### config.mk
export PLATFORM = sky130hd
export DESIGN_NAME = mm_result_collector_flat
export DESIGN_NICKNAME = d
export VERILOG_FILES = /design/src/rtl/mm_result_collector_if.sv /design/src/rtl/mm_result_collector.sv /design/src/flat_wrapper.sv
export SDC_FILE = /design/constraint.sdc
export NUM_CORES = 1
export LEC_CHECK = 0
export CORE_UTILIZATION = 56
export DETAILED_ROUTE_END_ITERATION = 8
export HOLD_SLACK_MARGIN = 0.15
export MAX_ROUTING_LAYER = met4
export PLACE_DENSITY_LB_ADDON = 0.2
export SKIP_LAST_GASP = 1
export SYNTH_ARGS = -nofsm -noshare
export SYNTH_HDL_FRONTEND = slang
export SYNTH_SLANG_ARGS = --single-unit
### constraint.sdc
create_clock -name clk -period 3.55 [get_ports clk]
set_clock_uncertainty 0.1 [all_clocks]
set_input_delay 1.065 -clock clk [delete_from_list [all_inputs] [get_ports clk]]
set_output_delay 1.065 -clock clk [all_outputs]
set_load 0.005 [all_outputs]
### src/rtl/mm_result_collector_if.sv
// Handshake bundle between the matmul datapath, the result collector and the vector consumer.
// slave is the collector's view; master is the producer/consumer side.
interface mm_result_collector_if #(
   parameter int N     = 8,
   parameter int ACC_W = 19,
   parameter int OUT_W = 16
);
   logic                 in_valid;
   logic                 in_ready;
   logic [ACC_W-1:0]     in_data;
   logic                 out_valid;
   logic                 out_ready;
   logic [N*OUT_W-1:0]   out_data;
   logic [N-1:0]         out_sat;
   logic [15:0]          frame_cnt;

   modport slave (
      input  in_valid, in_data, out_ready,
      output in_ready, out_valid, out_data, out_sat, frame_cnt
   );

   modport master (
      output in_valid, in_data, out_ready,
      input  in_ready, out_valid, out_data, out_sat, frame_cnt
   );
endinterface

### src/rtl/mm_result_collector.sv
// Saturates serial accumulator results and packs N of them per vector in a ping-pong buffer.
// Last element accepted in cycle T shows out_valid in T+1; in_ready depends only on registered full flags.
module mm_result_collector #(
   parameter int N     = 8,
   parameter int ACC_W = 19,
   parameter int OUT_W = 16
) (
   input  logic                    clk,
   input  logic                    rst,
   mm_result_collector_if.slave    bus
);
   localparam int CNT_W = (N > 1) ? $clog2(N) : 1;
   localparam logic signed [ACC_W-1:0] MAX_V = {{(ACC_W-OUT_W+1){1'b0}}, {(OUT_W-1){1'b1}}};
   localparam logic signed [ACC_W-1:0] MIN_V = {{(ACC_W-OUT_W+1){1'b1}}, {(OUT_W-1){1'b0}}};

   logic [N*OUT_W-1:0] data_q [2];
   logic [N-1:0]       sat_q  [2];
   logic [1:0]         full_q;
   logic               wr_bank;
   logic               rd_bank;
   logic [CNT_W-1:0]   elem_cnt;
   logic [15:0]        frame_cnt_q;

   logic               accept;
   logic               drain;
   logic               last_elem;
   logic [OUT_W-1:0]   sat_val;
   logic               sat_bit;

   always_comb begin
      sat_val = bus.in_data[OUT_W-1:0];
      sat_bit = 1'b0;
      if ($signed(bus.in_data) > MAX_V) begin
         sat_val = MAX_V[OUT_W-1:0];
         sat_bit = 1'b1;
      end else if ($signed(bus.in_data) < MIN_V) begin
         sat_val = MIN_V[OUT_W-1:0];
         sat_bit = 1'b1;
      end
   end

   assign bus.in_ready  = ~full_q[wr_bank];
   assign bus.out_valid = full_q[rd_bank];
   assign bus.out_data  = data_q[rd_bank];
   assign bus.out_sat   = sat_q[rd_bank];
   assign bus.frame_cnt = frame_cnt_q;

   assign accept    = bus.in_valid & ~full_q[wr_bank];
   assign drain     = full_q[rd_bank] & bus.out_ready;
   assign last_elem = (elem_cnt == CNT_W'(N - 1));

   // Fill and drain always target different banks, so their full-flag updates never collide.
   always_ff @(posedge clk) begin
      if (rst) begin
         full_q      <= '0;
         wr_bank     <= 1'b0;
         rd_bank     <= 1'b0;
         elem_cnt    <= '0;
         frame_cnt_q <= '0;
         for (int b = 0; b < 2; b++) begin
            data_q[b] <= '0;
            sat_q[b]  <= '0;
         end
      end else begin
         if (accept) begin
            data_q[wr_bank][int'(elem_cnt)*OUT_W +: OUT_W] <= sat_val;
            sat_q[wr_bank][elem_cnt]                       <= sat_bit;
            if (last_elem) begin
               elem_cnt        <= '0;
               full_q[wr_bank] <= 1'b1;
               wr_bank         <= ~wr_bank;
            end else begin
               elem_cnt <= elem_cnt + 1'b1;
            end
         end
         if (drain) begin
            full_q[rd_bank] <= 1'b0;
            rd_bank         <= ~rd_bank;
            frame_cnt_q     <= frame_cnt_q + 16'd1;
         end
      end
   end
endmodule

### src/flat_wrapper.sv
// flat-port wrapper written by rule: the top's interface ports become plain ports
module mm_result_collector_flat 
#(
   parameter int N     = 8,
   parameter int ACC_W = 19,
   parameter int OUT_W = 16
)
  (clk, rst, bus_in_valid, bus_in_data, bus_out_ready, bus_in_ready, bus_out_valid, bus_out_data, bus_out_sat, bus_frame_cnt);
  mm_result_collector_if #(.N(N), .ACC_W(ACC_W), .OUT_W(OUT_W)) bus_i ();
  input  logic clk;
  input  logic rst;
  input wire logic [$bits(bus_i.in_valid)-1:0] bus_in_valid;
  input wire logic [$bits(bus_i.in_data)-1:0] bus_in_data;
  input wire logic [$bits(bus_i.out_ready)-1:0] bus_out_ready;
  output wire logic [$bits(bus_i.in_ready)-1:0] bus_in_ready;
  output wire logic [$bits(bus_i.out_valid)-1:0] bus_out_valid;
  output wire logic [$bits(bus_i.out_data)-1:0] bus_out_data;
  output wire logic [$bits(bus_i.out_sat)-1:0] bus_out_sat;
  output wire logic [$bits(bus_i.frame_cnt)-1:0] bus_frame_cnt;
  assign bus_i.in_valid = bus_in_valid;
  assign bus_i.in_data = bus_in_data;
  assign bus_i.out_ready = bus_out_ready;
  assign bus_in_ready = bus_i.in_ready;
  assign bus_out_valid = bus_i.out_valid;
  assign bus_out_data = bus_i.out_data;
  assign bus_out_sat = bus_i.out_sat;
  assign bus_frame_cnt = bus_i.frame_cnt;
  mm_result_collector #(.N(N), .ACC_W(ACC_W), .OUT_W(OUT_W)) u_core (.clk(clk), .rst(rst), .bus(bus_i));
endmodule
Word level (Yosys, flattened, before mapping):

Memory sizes are Yosys's and may differ from the RTL's. A register that Yosys moved wholly into a read port is not among the register bits.
Cells that the tools add are included.

* add/subtract/negate cells: 3
* magnitude comparators: 8
* equal/unequal tests: 1
* shift operators: 2
* mux-type cells: 35
* bitwise logic cells: 8
* reductions and logical operators: 6

Operators with widths (count)
* 128-bit two-way mux: 3
* 128-bit OR reduction: 1
* 16-bit by 33-bit variable shift with 128-bit output (first input constant): 1
* 16-bit by 33-bit indexed part select with 128-bit output: 1
* 7-bit negator with 33-bit output: 1
* 16-bit two-way mux: 2
* 8-bit two-way mux: 3
* 19-bit by 16-bit > comparator with 1-bit output (second input constant): 1
* 19-bit by 16-bit < comparator with 1-bit output (second input constant): 1
* 1-bit two-way mux: 19
* 16-bit by 1-bit adder with 16-bit output (second input constant): 1
* 2-bit two-way mux: 4
* 8-bit OR reduction: 1
* 1-bit by 2-bit < comparator with 1-bit output (second input constant): 2
* 3-bit by 4-bit < comparator with 1-bit output (second input constant): 1
* 3-bit by 1-bit adder with 3-bit output (second input constant): 1
* 1-bit demux with 3-bit select: 1
* 3-bit equality test (second input constant): 1
* 3-bit by 1-bit greater-or-equal comparator with 1-bit output (second input constant): 1
* 1-bit logical AND: 3
* 3-bit two-way mux: 1
* 1-bit inverter: 3
* 1-bit AND: 2
* 2-bit AND: 1
* other kinds (5): 7

* bits in registers: 23
* memory bits (writable): 272
* input bits: 23
* memories: 2

Memories
* u_core.data_q: words 2, width 128, rd ports 1, clocked after memory_dff 1, wr ports 2, RTL line mm_result_collector.sv:16 `logic [N*OUT_W-1:0] data_q [2];`
* u_core.sat_q: words 2, width 8, rd ports 1, clocked after memory_dff 1, wr ports 2, RTL line mm_result_collector.sv:17 `logic [N-1:0] sat_q [2];`

Depth between registers and ports, before layout:

* word-level depth: 10
* depth in mapped cells: 9

Worst setup path before layout:

Ideal clock, no wire load.

* path kind: in2reg
* from: input port bus_in_valid
* to: memory u_core.data_q[1][64] in the netlist's numbering, enable pin
* setup time: 0.372 ns
* arrival: 2.468 ns
* required time: 3.078 ns
* slack: 0.610 ns
* stages on the path: 6
* path buffers: 3
* cells stage by stage: clkbuf_1 -> and4_1 -> buf_6 -> nand4_2 -> buf_2 -> nand2_1

RTL lines
* start, declared: RTL line flat_wrapper.sv:12 `input wire logic [$bits(bus_i.in_valid)-1:0] bus_in_valid;`
* end, declared: RTL line mm_result_collector.sv:16

==> reports/metrics.csv <==
metric,value,unit
cell count after synthesis,1069,
synthesized area,0.0136,sq mm
fraction of registers with async set/reset,0,
Syn. warnings,0,
largest net degree at the start of global routing,73,
Hold Crit Depth,2,
Overflow after GRT,0,
share of the synthesized area in the top cell type,0.599,
achievable clock frequency,291,MHz
period utilization,0.968,
clk_lat worst skew,0.55,ns
first-pass GRT wire length,50400,um
Most used DFF post-synth,edfxtp_1,
share of cells above drive strength 1,0.245,
relative slew slack,0.598,
origin of the critical flop-to-flop path,u_core.elem_cnt[1],
GR Util All Layers,0.278,
via count,9246,
r2r setup slk,0.62,ns
post-route setup TNS,0,ns
drt drc,0,
Max-Cap Viols,0,
Final Hold Violating Endpoints,0,
number of flops mapped to enable cells by yosys,272,
Pwr per Cell Area,456,mW/mm^2
initial cell density of the core,0.575,
"Seq/Total Area, Yosys",0.635,
die span in x,158,um
Synth area leader,edfxtp_1,
critical path arrival,2.27,ns
Critical Path Source Type,register,
Leakage,5.81,nW
Min-Delay Startpoint,u_core.bus.frame_cnt[15],
Slew Limit Fails,0,
post-synth cell types,38,
Place WS,0.355,ns
worst vdd ir,0.417,mV
Num CTS Buffers,31,
hpwl dp,20600,um
final WL,33100,um
fin util,0.714,
CP required,2.38,ns
initial DRC count,806,
vias in the first global route,8921,
final setup fails,0,
reg2reg end,u_core.data_q[0][6],
Worst Slack Setup Final,0.112,ns
Syn Area/Cell,12.7,sq um
top post-synthesis cells by area,"edfxtp_1, mux2_2, nor3_1, dfxtp_1, nor2_1",
Max Buffers Root-to-Sink,3,
Worst Hold Path EP,u_core.bus.frame_cnt[15],
"commonest non-fill, non-tap cells in the layout","edfxtp_1, clkdlybuf4s50_1, nor3_1, mux2_2, nor2_1",
antenna-violating nets left,0,
Crit. End Element,primary output,
H-Tree Level Count,1,
area growth from synthesis to layout,24.0,%
net count after synthesis,1100,
R2R depth,8,
fill count,1678,
n_diodes,0,
Multi-input gate area,0.00452,sq mm
post-layout min period,3.44,ns
outcome,"complete, no violations",
die area,0.0250,sq mm
# rows,56,
wire per inst,20.8,um
RSZ-0062 raised after global routing,false,
Root Driver,clkbuf_16,
"FF+latch count, synth",296,
crit path max fanout,72,
min-delay worst type,register to register,
# nets final,1277,
worst slew pin tran,0.603,ns
antenna violations before repair,0,
Placeable Area,0.0237,sq mm
top-level port count,177,
vias per cell,5.82,
Setup CP Type,register to primary output,
CTS Sinks,296,
die height,158,um
"most common cell after layout, fill and taps aside",edfxtp_1,
CTS tree,built,
Worst-path clk slew,0.06,ns
port bufs,176,
TritonRoute pass-1 iters,5,
Reg area,0.00865,sq mm
RePlAce Congestion,0.816,
## state kept, by name, summed over array words and instances (netlist names), named ones only
register,count
u_core.data_q,256
u_core.rd_bank,1
u_core.sat_q,16
u_core.elem_cnt,3
u_core.wr_bank,1
u_core.bus.frame_cnt,16
u_core.full_q,2
## area by class of cell
class                   instances  share of cell area
flip-flops and latches        296               0.512
multi-input cells             667               0.268
repair buffers                243               0.137
clock buffers                  41              0.0518
well taps                     319              0.0236
clock inverters                17             0.00681
inverters                       7             0.00155
## through the flow
stage               instance area, sq um  hold slack, ns  std cells  power [mW]
finish                             16900           0.388       1590        7.71
global route                       16900           0.424       1590        7.93
CTS                                16900           0.385       1590        7.74
detailed placement                 15900           0.374       1532        4.68
global placement                   15900           0.372       1532        4.66
floorplan                          13600           0.368       1069        4.33
## cell usage after synthesis (3+ instances only)
| cell type | n |
|---|---|
| nand4_2 | 6 |
| nand2b_1 | 3 |
| nor3_1 | 157 |
| xor2_1 | 7 |
| o21ai_0 | 11 |
| nand3_1 | 33 |
| nor3_2 | 32 |
| or3_1 | 5 |
| o31ai_1 | 12 |
| edfxtp_1 | 272 |
| buf_4 | 3 |
| buf_6 | 6 |
| dfxtp_1 | 24 |
| nand4_4 | 4 |
| clkbuf_1 | 54 |
| and4_1 | 3 |
| buf_2 | 34 |
| inv_1 | 5 |
| nor2_1 | 122 |
| nand2_1 | 52 |
| a21oi_1 | 27 |
| or4_1 | 4 |
| and3_1 | 8 |
| mux2_2 | 137 |
| ha_1 | 8 |
| nand2_2 | 4 |
| nor4_1 | 13 |
| nand4_1 | 6 |
## kinds of logic after synthesis
family | Yosys count | share of synthesized area
mux | 138 | 0.115
fa+ha+maj | 8 | 0.00734
compound gates | 52 | 0.0215
xor+xnor | 9 | 0.00578
flops | 296 | 0.635
buf+inv | 106 | 0.0364
simple gates | 460 | 0.180
## per-layer routing
layer  vias to the layer above  share of wire  global-route usage  wire length (um)
li1                       4319              -                   -                 -
met1                      4491           0.39               0.362             13000
met2                       369           0.50               0.456             16600
met3                        67          0.078              0.0345              2580
met4                         0          0.028              0.0856               926
met5                         -              0                   -                 0
## repair_timing
item,in CTS,in global routing
setup endpoints to repair,0,1
hold buffers,0,0
gates resized for setup,0,1
setup buffers,0,0
## where the power goes
group	internal, mW	switching, mW	total (mW)
logic	0.259	0.405	0.664
clock network	1.80	1.30	3.10
registers	3.91	0.0335	3.95
## how the worst max path moves through the flow
stage	to	depth (start not counted)	start	slack [ns]
after floorplan	u_core.data_q[1][64]	6	bus_in_valid	0.61
after global placement	u_core.data_q[1][71]	6	bus_in_valid	0.42
after detailed placement	u_core.data_q[0][112]	7	bus_in_data[16]	0.35
after CTS	bus_out_data[30]	3	register	0.07
after global routing	bus_out_data[31]	3	register	0.02
final	bus_out_data[30]	3	register	0.11
## worst max-delay path, stage by stage (launching register included)
cell	delay [ns]
dfxtp_4	0.47
buf_16	0.34
mux2_2	0.42
clkdlybuf4s50_1	0.47
Power figures use the tool's default switching activity.
